<file path="src/rtl/cpu_types_pkg.sv">
// cpu_types_pkg: shared CPU datapath types (word, ALU and multiply/divide opcodes).
package cpu_types_pkg;

    localparam int XLEN = 32;

    typedef logic [XLEN-1:0] word_t;

    typedef enum logic [3:0] {
        ALU_ADD, ALU_SUB, ALU_AND, ALU_OR, ALU_XOR,
        ALU_SLL, ALU_SRL, ALU_SRA, ALU_SLT, ALU_SLTU
    } aluop_t;

    // Codes 6 and 7 are undefined and must be ignored by the multiply/divide unit.
    typedef enum logic [2:0] {
        MDU_MULT  = 3'd0,
        MDU_MULTU = 3'd1,
        MDU_DIV   = 3'd2,
        MDU_DIVU  = 3'd3,
        MDU_MTHI  = 3'd4,
        MDU_MTLO  = 3'd5
    } mduop_t;

    function automatic logic mdu_op_valid(input mduop_t op);
        return op inside {MDU_MULT, MDU_MULTU, MDU_DIV, MDU_DIVU, MDU_MTHI, MDU_MTLO};
    endfunction

endpackage

</file>
<file path="src/rtl/mdu_div_step.sv">
// mdu_div_step: one restoring-division step; shifts in the next dividend bit and subtracts the divisor if it fits.
module mdu_div_step #(
    parameter int WIDTH = 32
) (
    input  logic [WIDTH-1:0] i_rem,
    input  logic             i_bit,
    input  logic [WIDTH-1:0] i_div,
    output logic [WIDTH-1:0] o_rem,
    output logic             o_q
);

    logic [WIDTH:0] w_part;
    logic [WIDTH:0] w_diff;

    always_comb begin
        w_part = {i_rem, i_bit};
        w_diff = w_part - {1'b0, i_div};
        o_q    = w_part >= {1'b0, i_div};
        o_rem  = o_q ? w_diff[WIDTH-1:0] : w_part[WIDTH-1:0];
    end

endmodule

</file>
<file path="src/rtl/mult_div_unit.sv">
// mult_div_unit: iterative HI/LO multiply/divide unit, one bit per cycle, with a final sign-fixup cycle.
module mult_div_unit
    import cpu_types_pkg::*;
#(
    parameter int WIDTH = 32
) (
    input  logic             CLK,
    input  logic             RST,
    input  logic             start,
    input  mduop_t           op,
    input  logic [WIDTH-1:0] A,
    input  logic [WIDTH-1:0] B,
    output logic             busy,
    output logic             done,
    output logic [WIDTH-1:0] hi,
    output logic [WIDTH-1:0] lo,
    output logic             dz
);

    localparam int CW = $clog2(WIDTH) + 1;

    typedef enum logic [1:0] {IDLE, CALC, SIGN, DONE} state_t;

    state_t           r_state, w_next;
    logic [CW-1:0]    r_cnt;
    logic             r_div, r_neg_q, r_neg_r, r_bz, r_dz;
    logic [WIDTH-1:0] r_ah, r_al, r_b, r_hi, r_lo;

    logic             w_accept, w_signed, w_div, w_mt, w_qbit;
    logic [WIDTH-1:0] w_abs_a, w_abs_b, w_rem, w_res_hi, w_res_lo;
    logic [WIDTH:0]   w_sum;
    logic [2*WIDTH-1:0] w_prod;

    // r_ah/r_al hold the running product (upper/lower) or the partial remainder/quotient.
    mdu_div_step #(.WIDTH(WIDTH)) u_step (
        .i_rem (r_ah),
        .i_bit (r_al[WIDTH-1]),
        .i_div (r_b),
        .o_rem (w_rem),
        .o_q   (w_qbit)
    );

    always_comb begin
        w_signed = (op == MDU_MULT) || (op == MDU_DIV);
        w_div    = (op == MDU_DIV) || (op == MDU_DIVU);
        w_mt     = (op == MDU_MTHI) || (op == MDU_MTLO);
        w_accept = start && (r_state == IDLE || r_state == DONE) && mdu_op_valid(op);
        w_abs_a  = (w_signed && A[WIDTH-1]) ? -A : A;
        w_abs_b  = (w_signed && B[WIDTH-1]) ? -B : B;
        w_next   = (r_state == CALC) ? ((r_cnt == CW'(1)) ? SIGN : CALC) :
                   (r_state == SIGN) ? DONE :
                   w_accept ? (w_mt ? DONE : CALC) : IDLE;
        w_sum    = {1'b0, r_ah} + (r_al[0] ? {1'b0, r_b} : '0);
        w_prod   = r_neg_q ? -{r_ah, r_al} : {r_ah, r_al};
        w_res_hi = r_div ? (r_neg_r ? -r_ah : r_ah) : w_prod[2*WIDTH-1:WIDTH];
        w_res_lo = r_div ? (r_bz ? '1 : (r_neg_q ? -r_al : r_al)) : w_prod[WIDTH-1:0];
    end

    always_ff @(posedge CLK or posedge RST) begin
        if (RST) begin
            r_state <= IDLE;
            r_cnt   <= '0;
            r_div   <= 1'b0;
            r_neg_q <= 1'b0;
            r_neg_r <= 1'b0;
            r_bz    <= 1'b0;
            r_dz    <= 1'b0;
            r_ah    <= '0;
            r_al    <= '0;
            r_b     <= '0;
            r_hi    <= '0;
            r_lo    <= '0;
        end else begin
            r_state <= w_next;
            if (w_accept) begin
                r_dz    <= 1'b0;
                r_div   <= w_div;
                r_neg_q <= w_signed && (A[WIDTH-1] ^ B[WIDTH-1]);
                r_neg_r <= w_signed && A[WIDTH-1];
                r_bz    <= (B == '0);
                r_ah    <= '0;
                r_al    <= w_abs_a;
                r_b     <= w_abs_b;
                r_cnt   <= CW'(WIDTH);
                if (op == MDU_MTHI) r_hi <= A;
                if (op == MDU_MTLO) r_lo <= A;
            end else if (r_state == CALC) begin
                r_cnt <= r_cnt - CW'(1);
                r_ah  <= r_div ? w_rem : w_sum[WIDTH:1];
                r_al  <= r_div ? {r_al[WIDTH-2:0], w_qbit} : {w_sum[0], r_al[WIDTH-1:1]};
            end else if (r_state == SIGN) begin
                r_hi <= w_res_hi;
                r_lo <= w_res_lo;
                r_dz <= r_div && r_bz;
            end
        end
    end

    assign busy = (r_state == CALC) || (r_state == SIGN);
    assign done = (r_state == DONE);
    assign hi   = r_hi;
    assign lo   = r_lo;
    assign dz   = r_dz;

endmodule

</file>
<file path="config.mk">
export PLATFORM = sky130hd
export DESIGN_NAME = mult_div_unit
export DESIGN_NICKNAME = d
export VERILOG_FILES = /design/src/rtl/cpu_types_pkg.sv /design/src/rtl/mdu_div_step.sv /design/src/rtl/mult_div_unit.sv
export SDC_FILE = /design/constraint.sdc
export NUM_CORES = 1
export LEC_CHECK = 0
export ABC_CLOCK_PERIOD_IN_PS = 8260
export BUFFER_PORTS_ARGS = -buffer_cell sky130_fd_sc_hd__buf_2
export CORE_MARGIN = 2
export CORE_UTILIZATION = 55
export DETAILED_ROUTE_END_ITERATION = 8
export GPL_ROUTABILITY_DRIVEN = 0
export PLACE_DENSITY = 0.79
export SYNTH_ARGS = -nofsm -noshare
export SYNTH_HDL_FRONTEND = slang
export SYNTH_HIERARCHICAL = 1
export SYNTH_SLANG_ARGS = --single-unit
</file>
<file path="constraint.sdc">
create_clock -name CLK -period 8.26 [get_ports CLK]
set_clock_uncertainty 0.05 [all_clocks]
set_input_delay 1.652 -clock CLK [delete_from_list [all_inputs] [get_ports CLK]]
set_output_delay 1.652 -clock CLK [all_outputs]
set_load 0.1 [all_outputs]
</file>
==> flow_summary.json <==
{
  "seq_area_frac_synth_pct": 29.0,
  "r2r-end": "r_ah[25]$_DFFE_PP0P_",
  "synth_area_leaders": "dfrtp_1 29%, ha_1 6.2%, nand2_1 5.8%",
  "crit_arrival_ns": 4.64,
  "start_kind": "flip-flop",
  "critPathMaxFanout": 29,
  "reg2reg_depth": 14,
  "synth_compound_area_share_pct": 25.2,
  "drt_wl_total_um": 46600,
  "synthCells": 1857,
  "grt_pass1_vias": 13800,
  "yosys.area_share.simple_pct": 18.6,
  "dr.pass1.iters": 7,
  "clk_latency_ns": 0.45,
  "slew_viol_final": 0,
  "synth_top_area_cell": "dfrtp_1",
  "drive_gt1_share_pct": 12.6,
  "antenna_left": 0,
  "coreArea_um2": 26800,
  "grt_start_max_net_pins": 116,
  "min_delay_worst_endpoint": "hi[0]$_DFFE_PP0P_",
  "max-slew-margin-rel_pct": 22.8,
  "place.detailed.hpwl_um": 33800,
  "crit_type": "reg2reg",
  "rsz0062_at_grt": "no",
  "numCtsBuffers": 17,
  "viasPerCell": 6.59,
  "synth_edf_count": 0,
  "grt_pass1_wl_um": 73700,
  "syn_nets": 2003,
  "cts.sinks": 173,
  "status": "complete, no violations",
  "min_from": "hi[0]$_DFFE_PP0P_",
  "postCtsHoldBufs": 0,
  "setup_viol": 0,
  "async_flop_share_pct": 100,
  "final.fill_count": 2374,
  "synth.area.mux_share_pct": 5.64,
  "hp-class": "reg2reg",
  "grt-ovfl-total": 0,
  "yosys.area_share.xor_xnor_pct": 10.1,
  "period_minus_slack_ns": 4.37,
  "synth-warning-count": 6,
  "synth_seq_cells": 173,
  "fin_crit_sh_pct": 52.8,
  "min_path_cells": 2,
  "crit_required_ns": 8.53,
  "htree_levels": 4,
  "synth_common_cells": "232 x nand2_1, 173 x dfrtp_1, 161 x o21ai_0",
  "start_util_pct": 55.7,
  "crit-reg2reg-launch": "r_ah[9]$_DFFE_PP0P_",
  "dr.first_iter.drc_count": 1788,
  "die_h_um": 169,
  "cts-root-buf": "clkbuf_16",
  "yosysMostFrequentCell": "nand2_1",
  "worst_pin_slew_ns": 1.16,
  "synth_fa_ha_area_share_pct": 6.47,
  "hold_violations": 0,
  "port_buffers": 136,
  "tritoncts": "done",
  "fmax_ghz": 0.229,
  "ys.flop_type": "dfrtp_1",
  "syn_avg_cell_area_um2": 8.04,
  "cts_setup_buffers": 0,
  "synth.cell_area_um2": 14900,
  "vias": 14900,
  "critPathCaptureType": "flip-flop",
  "post_cts_resize_count": 0,
  "grt_usage_pct": 32.4,
  "die-area_um2": 28500,
  "n_antenna_cell": 0,
  "regArea_um2": 4330,
  "tns_ns": 0,
  "multi_input_area_um2": 9890,
  "routedWlPerCell_um": 20.6,
  "rrSetupSlack_ns": 3.89,
  "cts.clk_slew.worst_paths_ns": 0.08,
  "antenna_found_initial": 0,
  "synth_cell_type_count": 83,
  "die_w_um": 169,
  "drv_cap": 0,
  "placementRows": 60,
  "synth_top_area_share_pct": 29.0,
  "final_nets": 2057,
  "area_growth_pct": 9.24,
  "synth_top_family_by_area": "compound AO/OA/AOI/OAI gates",
  "clockBufferDepth": 2,
  "drc": 0,
  "io-pin-count": 137
}
how the worst max path moves through the flow:
| stage | depth (start not counted) | slack, ns | endpoint | from |
|---|---|---|---|---|
| 2_1_floorplan | 1 | 1.87 | dz$_DFFE_PP0P_ | RST |
| 4_1_cts | 14 | 4.01 | r_ah[25]$_DFFE_PP0P_ | r_ah[10]$_DFFE_PP0P_ |
| 6_report | 14 | 3.89 | r_ah[25]$_DFFE_PP0P_ | r_ah[9]$_DFFE_PP0P_ |
| 5_1_grt | 14 | 3.77 | r_ah[25]$_DFFE_PP0P_ | r_ah[10]$_DFFE_PP0P_ |
| 3_3_place_gp | 7 | 3.91 | r_ah[25]$_DFFE_PP0P_ | start |
| 3_5_place_dp | 7 | 3.89 | r_ah[25]$_DFFE_PP0P_ | start |
layer usage:
layer	share of wire (%)	track usage, %	wire, um	vias up
met5	0	0	0	-
met1	39	42.1	18200	7071
met3	10	6.64	4870	154
met2	46	52.8	21400	928
li1	-	-	-	6780
met4	4.5	13.4	2100	0
placed cells by master, fill, tap and decap left out, types with 73 or more instances in the layout:
cell type / n
xor2_1: 87
inv_1: 79
ha_1: 73
buf_2: 136
o21ai_0: 161
a21oi_1: 149
dfrtp_1: 172
nor2_1: 129
xnor2_1: 85
nand2_1: 232
stage by stage:
step	instances	util, %	hold WS [ns]	worst slack, ns	cell area, um^2
final	2265	60.9	0.425	3.89	16300
after CTS	2265	60.9	0.434	4.01	16300
after detailed placement	2233	58.6	0.418	3.89	15700
after global placement	2233	58.6	0.399	3.91	15700
after global routing	2265	60.9	0.467	3.77	16300
after floorplan	1857	-	0.394	1.87	14900
layout make-up:
class                      count  area share (%)
clock buffer                  18            2.69
clock inverter                14           0.959
inverter                      81            1.89
multi-input combinational   1492            60.6
sequential                   173            26.6
tap                          341            2.62
timing repair buffer         146            4.63
registers in the layout, indices dropped and copies added, names as in the netlist, 2 cells and up:
| signal | cells |
|---|---|
| hi | 32 |
| lo | 32 |
| r_ah | 32 |
| r_al | 32 |
| r_b | 32 |
| r_cnt | 6 |
| r_state | 2 |
cell families (layout without fill, tap and decap cells):
kind of cell,after synthesis,count (layout)
mux,77,77
buf+inv,192,259
flops,173,173
simple gates,581,581
fa+ha+maj,76,76
xor+xnor,172,172
compound gates,586,586
worst max-delay path, cell delays in order (launching register included):
cell      delay, ns
dfrtp_1        0.52
ha_1           0.48
nand4_1        0.20
nor3_1         0.35
o211ai_1       0.18
nor4b_4        0.19
o21ai_2        0.17
a31oi_4        0.12
o21a_4         0.27
inv_2          0.55
mux2_4         0.35
and3_1         0.16
a21oi_1        0.14
o32ai_1        0.11
or3_1          0.36
Power is not shown: default switching activity piles up to over one toggle a cycle in this logic, so the estimate is an artifact.
